**src/rtl/oclib_drp_arbiter.sv**
```systemverilog
// oclib_drp_arbiter: round-robin sharing of one DRP target among several DRP masters,
// with one buffered request per master, response timeout and overrun reporting.
`timescale 1ns/1ps
`default_nettype none

package oclib_pkg;
  typedef struct packed {
    logic        enable;
    logic        write;
    logic [9:0]  address;
    logic [15:0] wdata;
  } drp_s;

  typedef struct packed {
    logic        ready;
    logic [15:0] rdata;
  } drp_fb_s;
endpackage

module oclib_drp_arbiter #(
  parameter type DrpType       = oclib_pkg::drp_s,
  parameter type DrpFbType     = oclib_pkg::drp_fb_s,
  parameter int  Ports         = 2,
  parameter int  TimeoutCycles = 1023
) (
  input  logic     clock,
  input  logic     resetN,
  input  DrpType   drpIn    [Ports],
  output DrpFbType drpInFb  [Ports],
  output DrpType   drpOut,
  input  DrpFbType drpOutFb,
  output logic     errorTimeout,
  output logic     errorOverrun
);
  localparam int GW = $clog2(Ports);
  localparam int TW = (TimeoutCycles > 0) ? $clog2(TimeoutCycles + 1) : 1;
  localparam logic [GW:0]   PORTS_W   = (GW+1)'(Ports);
  localparam logic [TW-1:0] TIMER_MAX = TW'(TimeoutCycles);

  localparam logic [0:0] StIdle = 1'b0;
  localparam logic [0:0] StWait = 1'b1;

  logic [0:0]       state;
  logic [GW-1:0]    grant;
  logic [GW-1:0]    last_grant;
  logic [GW-1:0]    next_grant;
  logic [TW-1:0]    timer;
  logic [Ports-1:0] pending;
  logic [Ports-1:0] req_en;
  logic [Ports-1:0] done_clr;
  DrpType           req [Ports];
  logic             any_pending;
  logic             resp_ok;
  logic             resp_expired;
  logic             finish;
  logic             found;
  logic [GW:0]      cand;

  assign any_pending  = |pending;
  assign resp_ok      = (state == StWait) && drpOutFb.ready;
  // A response arriving in the expiry cycle wins over the timeout.
  assign resp_expired = (TimeoutCycles > 0) && (state == StWait) && !drpOutFb.ready &&
                        (timer == TIMER_MAX);
  assign finish       = resp_ok || resp_expired;

  always_comb begin
    for (int p = 0; p < Ports; p++) begin
      req_en[p]   = drpIn[p].enable;
      done_clr[p] = finish && (grant == GW'(p));
    end
  end

  // Round-robin search starting just after the previously served port.
  always_comb begin
    next_grant = last_grant;
    found      = 1'b0;
    cand       = '0;
    for (int i = 1; i <= Ports; i++) begin
      cand = {1'b0, last_grant} + (GW+1)'(i);
      if (cand >= PORTS_W) cand = cand - PORTS_W;
      if (!found && pending[cand[GW-1:0]]) begin
        found      = 1'b1;
        next_grant = cand[GW-1:0];
      end
    end
  end

  always_ff @(posedge clock or negedge resetN) begin
    if (!resetN) begin
      pending      <= '0;
      errorOverrun <= 1'b0;
      for (int p = 0; p < Ports; p++) req[p] <= '0;
    end else begin
      errorOverrun <= |(req_en & pending & ~done_clr);
      for (int p = 0; p < Ports; p++) begin
        if (req_en[p] && (!pending[p] || done_clr[p])) begin
          pending[p] <= 1'b1;
          req[p]     <= drpIn[p];
        end else if (done_clr[p]) begin
          pending[p] <= 1'b0;
        end
      end
    end
  end

  always_ff @(posedge clock or negedge resetN) begin
    if (!resetN) begin
      state        <= StIdle;
      grant        <= '0;
      last_grant   <= GW'(Ports - 1);
      timer        <= '0;
      drpOut       <= '0;
      errorTimeout <= 1'b0;
      for (int p = 0; p < Ports; p++) drpInFb[p] <= '0;
    end else begin
      drpOut       <= '0;
      errorTimeout <= 1'b0;
      for (int p = 0; p < Ports; p++) drpInFb[p] <= '0;
      case (state)
        StIdle: begin
          if (any_pending) begin
            grant         <= next_grant;
            drpOut        <= req[next_grant];
            drpOut.enable <= 1'b1;
            timer         <= '0;
            state         <= StWait;
          end
        end
        StWait: begin
          if (finish) begin
            drpInFb[grant].ready <= 1'b1;
            drpInFb[grant].rdata <= resp_ok ? drpOutFb.rdata : '1;
            errorTimeout         <= !resp_ok;
            last_grant           <= grant;
            state                <= StIdle;
          end else if (TimeoutCycles > 0) begin
            timer <= timer + TW'(1);
          end
        end
        default: state <= StIdle;
      endcase
    end
  end
endmodule

`default_nettype wire
```
**config.mk**
```make
export PLATFORM = sky130hd
export DESIGN_NAME = oclib_drp_arbiter
export DESIGN_NICKNAME = d
export VERILOG_FILES = /design/src/rtl/oclib_drp_arbiter.sv
export SDC_FILE = /design/constraint.sdc
export NUM_CORES = 1
export LEC_CHECK = 0
export CAP_MARGIN = 20
export CORE_ASPECT_RATIO = 0.6
export CORE_MARGIN = 2
export CORE_UTILIZATION = 44
export DETAILED_ROUTE_END_ITERATION = 12
export PLACE_DENSITY = 0.79
export SKIP_CTS_REPAIR_TIMING = 1
export SYNTH_ARGS = -nofsm -noshare
export SYNTH_HDL_FRONTEND = slang
export SYNTH_SLANG_ARGS = --single-unit
```
**constraint.sdc**
```tcl
create_clock -name clock -period 2 [get_ports clock]
set_input_delay 0.4 -clock clock [delete_from_list [all_inputs] [get_ports clock]]
set_output_delay 0.4 -clock clock [all_outputs]
set_load 0.005 [all_outputs]
```
==> results.py <==
metrics = {
    "setup_path": {
        "critical-path-max-stage-delay_ns": 0.49,
        "worst_ep_required_time_ns": 2.29,
        "regToRegStartpoint": "timer[7]",
        "cp_data_arrival_time_ns": 2.40,
        "worst_path_cell_chain": "clkdlybuf4s50_1 > nand3b_1 > o41a_1 > a21oi_4 > buf_12 > mux2_2",
        "crit_type": "in -> reg",
        "worst_r2r_path_depth": 5,
        "crit_start": "drpOutFb[16]",
        "worst_path_max_fanout": 12,
        "worst_setup_path_start_kind": "input port",
        "worst_setup_path_end_kind": "flip-flop",
        "critPathSlowestCell": "o41a_1",
    },
    "place": {
        "dp_cells": 694,
        "detailedPlace.worstSlack_ns": -0.475,
        "dpl_cell_area_mm2": 0.00698,
        "globalplace.congestion": 0.800,
        "dp.final_hpwl_mm": 8.70,
        "port_buffers": 138,
    },
    "timing": {
        "layout_min_cycle_time_ns": 2.11,
        "fin_worst_hold_slack_ns": 0.509,
        "timing.final.ws_setup_ns": -0.109,
        "fin_worst_skew_ns": 0.00844,
        "max_freq_ghz": 0.474,
        "maxSlewHeadroom_pct": 61.4,
        "setup_total_negative_slack_ns": -3.03,
        "timing_max_transition_violations_final": 0,
        "final_hold_viol_count": 0,
        "report.final.setup_viol": 47,
        "rsz0062_at_grt": "yes",
        "final.period_utilization_pct": 105,
        "timing_worst_slew_pin_value_ns": 0.578,
    },
    "power_and_ir_drop": {
        "power_switching_mw": 3.24,
        "power_internal_mw": 8.04,
        "pwr_density_cell_mw_per_mm2": 1460,
        "power.static_leakage_nw": 3.45,
        "power_frac_comb_pct": 33.0,
        "clkPwrFrac_pct": 29.7,
        "swShare_pct": 28.8,
        "seqPwrFrac_pct": 37.3,
        "vdd.ir_drop.worst_mv": 0.728,
        "finalPower_mw": 11.3,
    },
    "global_routing": {
        "grt_pass1_vias": 3879,
        "grt_pass1_wl_mm": 20.6,
        "grt_max_degree": 63,
        "grt_antenna_before_repair": 0,
        "gr-usage-all-layers_pct": 21.1,
        "gr-total-overflow": 0,
    },
    "route": {
        "remaining_number_of_nets_flagged_by_the_antenna_check_after_routing": 0,
        "via_count": 3682,
        "wl_per_cell_um": 18.1,
        "vias_per_cell": 5.04,
        "detail_route.iter0.violations": 151,
        "wire_length_reported_by_the_detailed_router_mm": 13.2,
        "drt_drc_violations_left": 0,
        "drt_pre_antenna_iters": 4,
    },
    "finish": {
        "final_area_mm2": 0.00771,
        "layout_cell_share_with_drive_strength_beyond_1_pct": 22.1,
        "final_common_cell": "clkdlybuf4s50_1",
        "finalNonFillerCells": 730,
        "utilization_pct": 67.2,
        "n_antenna_cell": 0,
        "most-common-layout-cells": "clkdlybuf4s50_1 (137), dfrtp_1 (132), nand2_1 (70), mux2_4 (48), o21a_1 (32)",
        "layout-area-overhead-vs-synth_pct": 46.1,
        "layout.nets": 634,
    },
    "min_path": {
        "holdCritStartpoint": "req[31]",
        "count_of_cells_along_the_worst_hold_path": 1,
        "hold_path.class": "reg -> reg",
    },
    "cts": {
        "clock_tree_from_tritoncts": "done",
        "worst_skew_pair.late_latency_ns": 0.42,
        "cts_buffers": 17,
        "cts.root.buffer_cell": "clkbuf_16",
        "clk_pin_slew_worst_paths_ns": 0.06,
        "clock_tree.htree_level_count": 4,
        "clock-sinks": 133,
        "cts.path.max_buffers": 2,
    },
    "floorplanning": {
        "dieWidth_um": 145,
        "die_y_um": 88.9,
        "initial_core_util_pct": 46.0,
        "number_of_rows_in_the_core_area": 30,
        "core_area_mm2": 0.0115,
        "num_io_pins": 139,
        "fp.dieArea_mm2": 0.0129,
    },
    "run_status": {
        "result_of_the_run": "complete, but fails checks",
        "failing_checks": "negative setup slack",
    },
    "logic_synthesis": {
        "synthFlopType": "dfrtp_1",
        "synth_fp_nets": 469,
        "syn_avg_cell_area_um2": 13.4,
        "total_of_warnings_raised_by_yosys": 0,
        "netlist_instances": 393,
        "synth_cell_types": 42,
        "synth_async_reset_ratio_pct": 100,
        "post_synth_instance_area_mm2": 0.00528,
        "number_of_flip_flops_and_latches_in_the_synthesized_netlist": 133,
        "yosysSeqAreaShare_pct": 63.0,
        "synth_edf_count": 0,
    },
    "flow_run": {
        "drv.max_cap_violation_count": 0,
    },
}
-- logic make-up after synthesis --
family	Yosys count	synth area share [%]
xor+xnor	1	0.166
fa+ha+maj	1	0.237
simple gates	93	7.75
buf+inv	25	3.22
mux	58	15.1
compound gates	82	10.5
flops	133	63.0
-- power groups by stage --
stage	clock (mW)	sequential, mW	combinational [mW]
2_1_floorplan	0	4.13	2.10
3_3_place_gp	0	4.17	3.49
3_5_place_dp	0	4.22	3.61
4_1_cts	3.39	4.20	3.66
5_1_grt	3.50	4.32	4.03
6_report	3.35	4.21	3.72
-- worst max-delay path: cells and delay by family --
| kind | cells | cell delay [ns] |
|---|---|---|
| muxes | 1 | 0.34 |
| and+or+nand+nor | 1 | 0.22 |
| AOI/OAI and AO/OA | 2 | 0.77 |
| buffers and inverters | 2 | 0.66 |
-- final timing paths --
path	slack, ns	to
setup / recovery	-0.11	req[0]
hold / removal	0.51	req[31]
setup reg to reg	-0.10	req[0]
hold reg to reg	0.51	req[31]
max in group asynchronous	0.84	drpInFb[15]
min in group asynchronous	0.54	errorTimeout
-- per-layer routing --
layer,share of wire [%],global-route usage (%),vias to the layer above
li1,-,-,1686
met5,0,0,-
met2,43,31.8,139
met3,7.6,7.68,21
met1,48,28.4,1836
met4,1.5,7.75,0
-- Yosys cell counts (all sizes together), types with 3 or more instances --
cell type  instances  share of area (%)
o21a              32                4.5
nand3              4               0.47
mux2              54                 14
dfrtp            132                 63
clkbuf            12               0.85
a21oi             32                3.5
nand2b             3               0.36
nand2             70                5.0
nor2               4               0.33
buf                9                2.1
o21ai              7               0.66
inv                4               0.28
mux2i              4               0.76
-- final cells by class --
type	count	area [um^2]
Timing Repair Buffer	167	1710
Multi-Input combinational cell	235	1820
Sequential cell	133	3330
Clock inverter	11	174
Fill cell	843	3770
Clock buffer	20	467
Tap cell	160	200
Inverter	4	15.0
-- registers in the layout, summed over array words and instances (netlist names) --
signal        count
grant             1
timer            10
last_grant        1
errorTimeout      1
drpInFb          34
pending           2
drpOut           28
errorOverrun      1
state             1
req              54
Note: power is estimated with default switching activity, not from simulation.
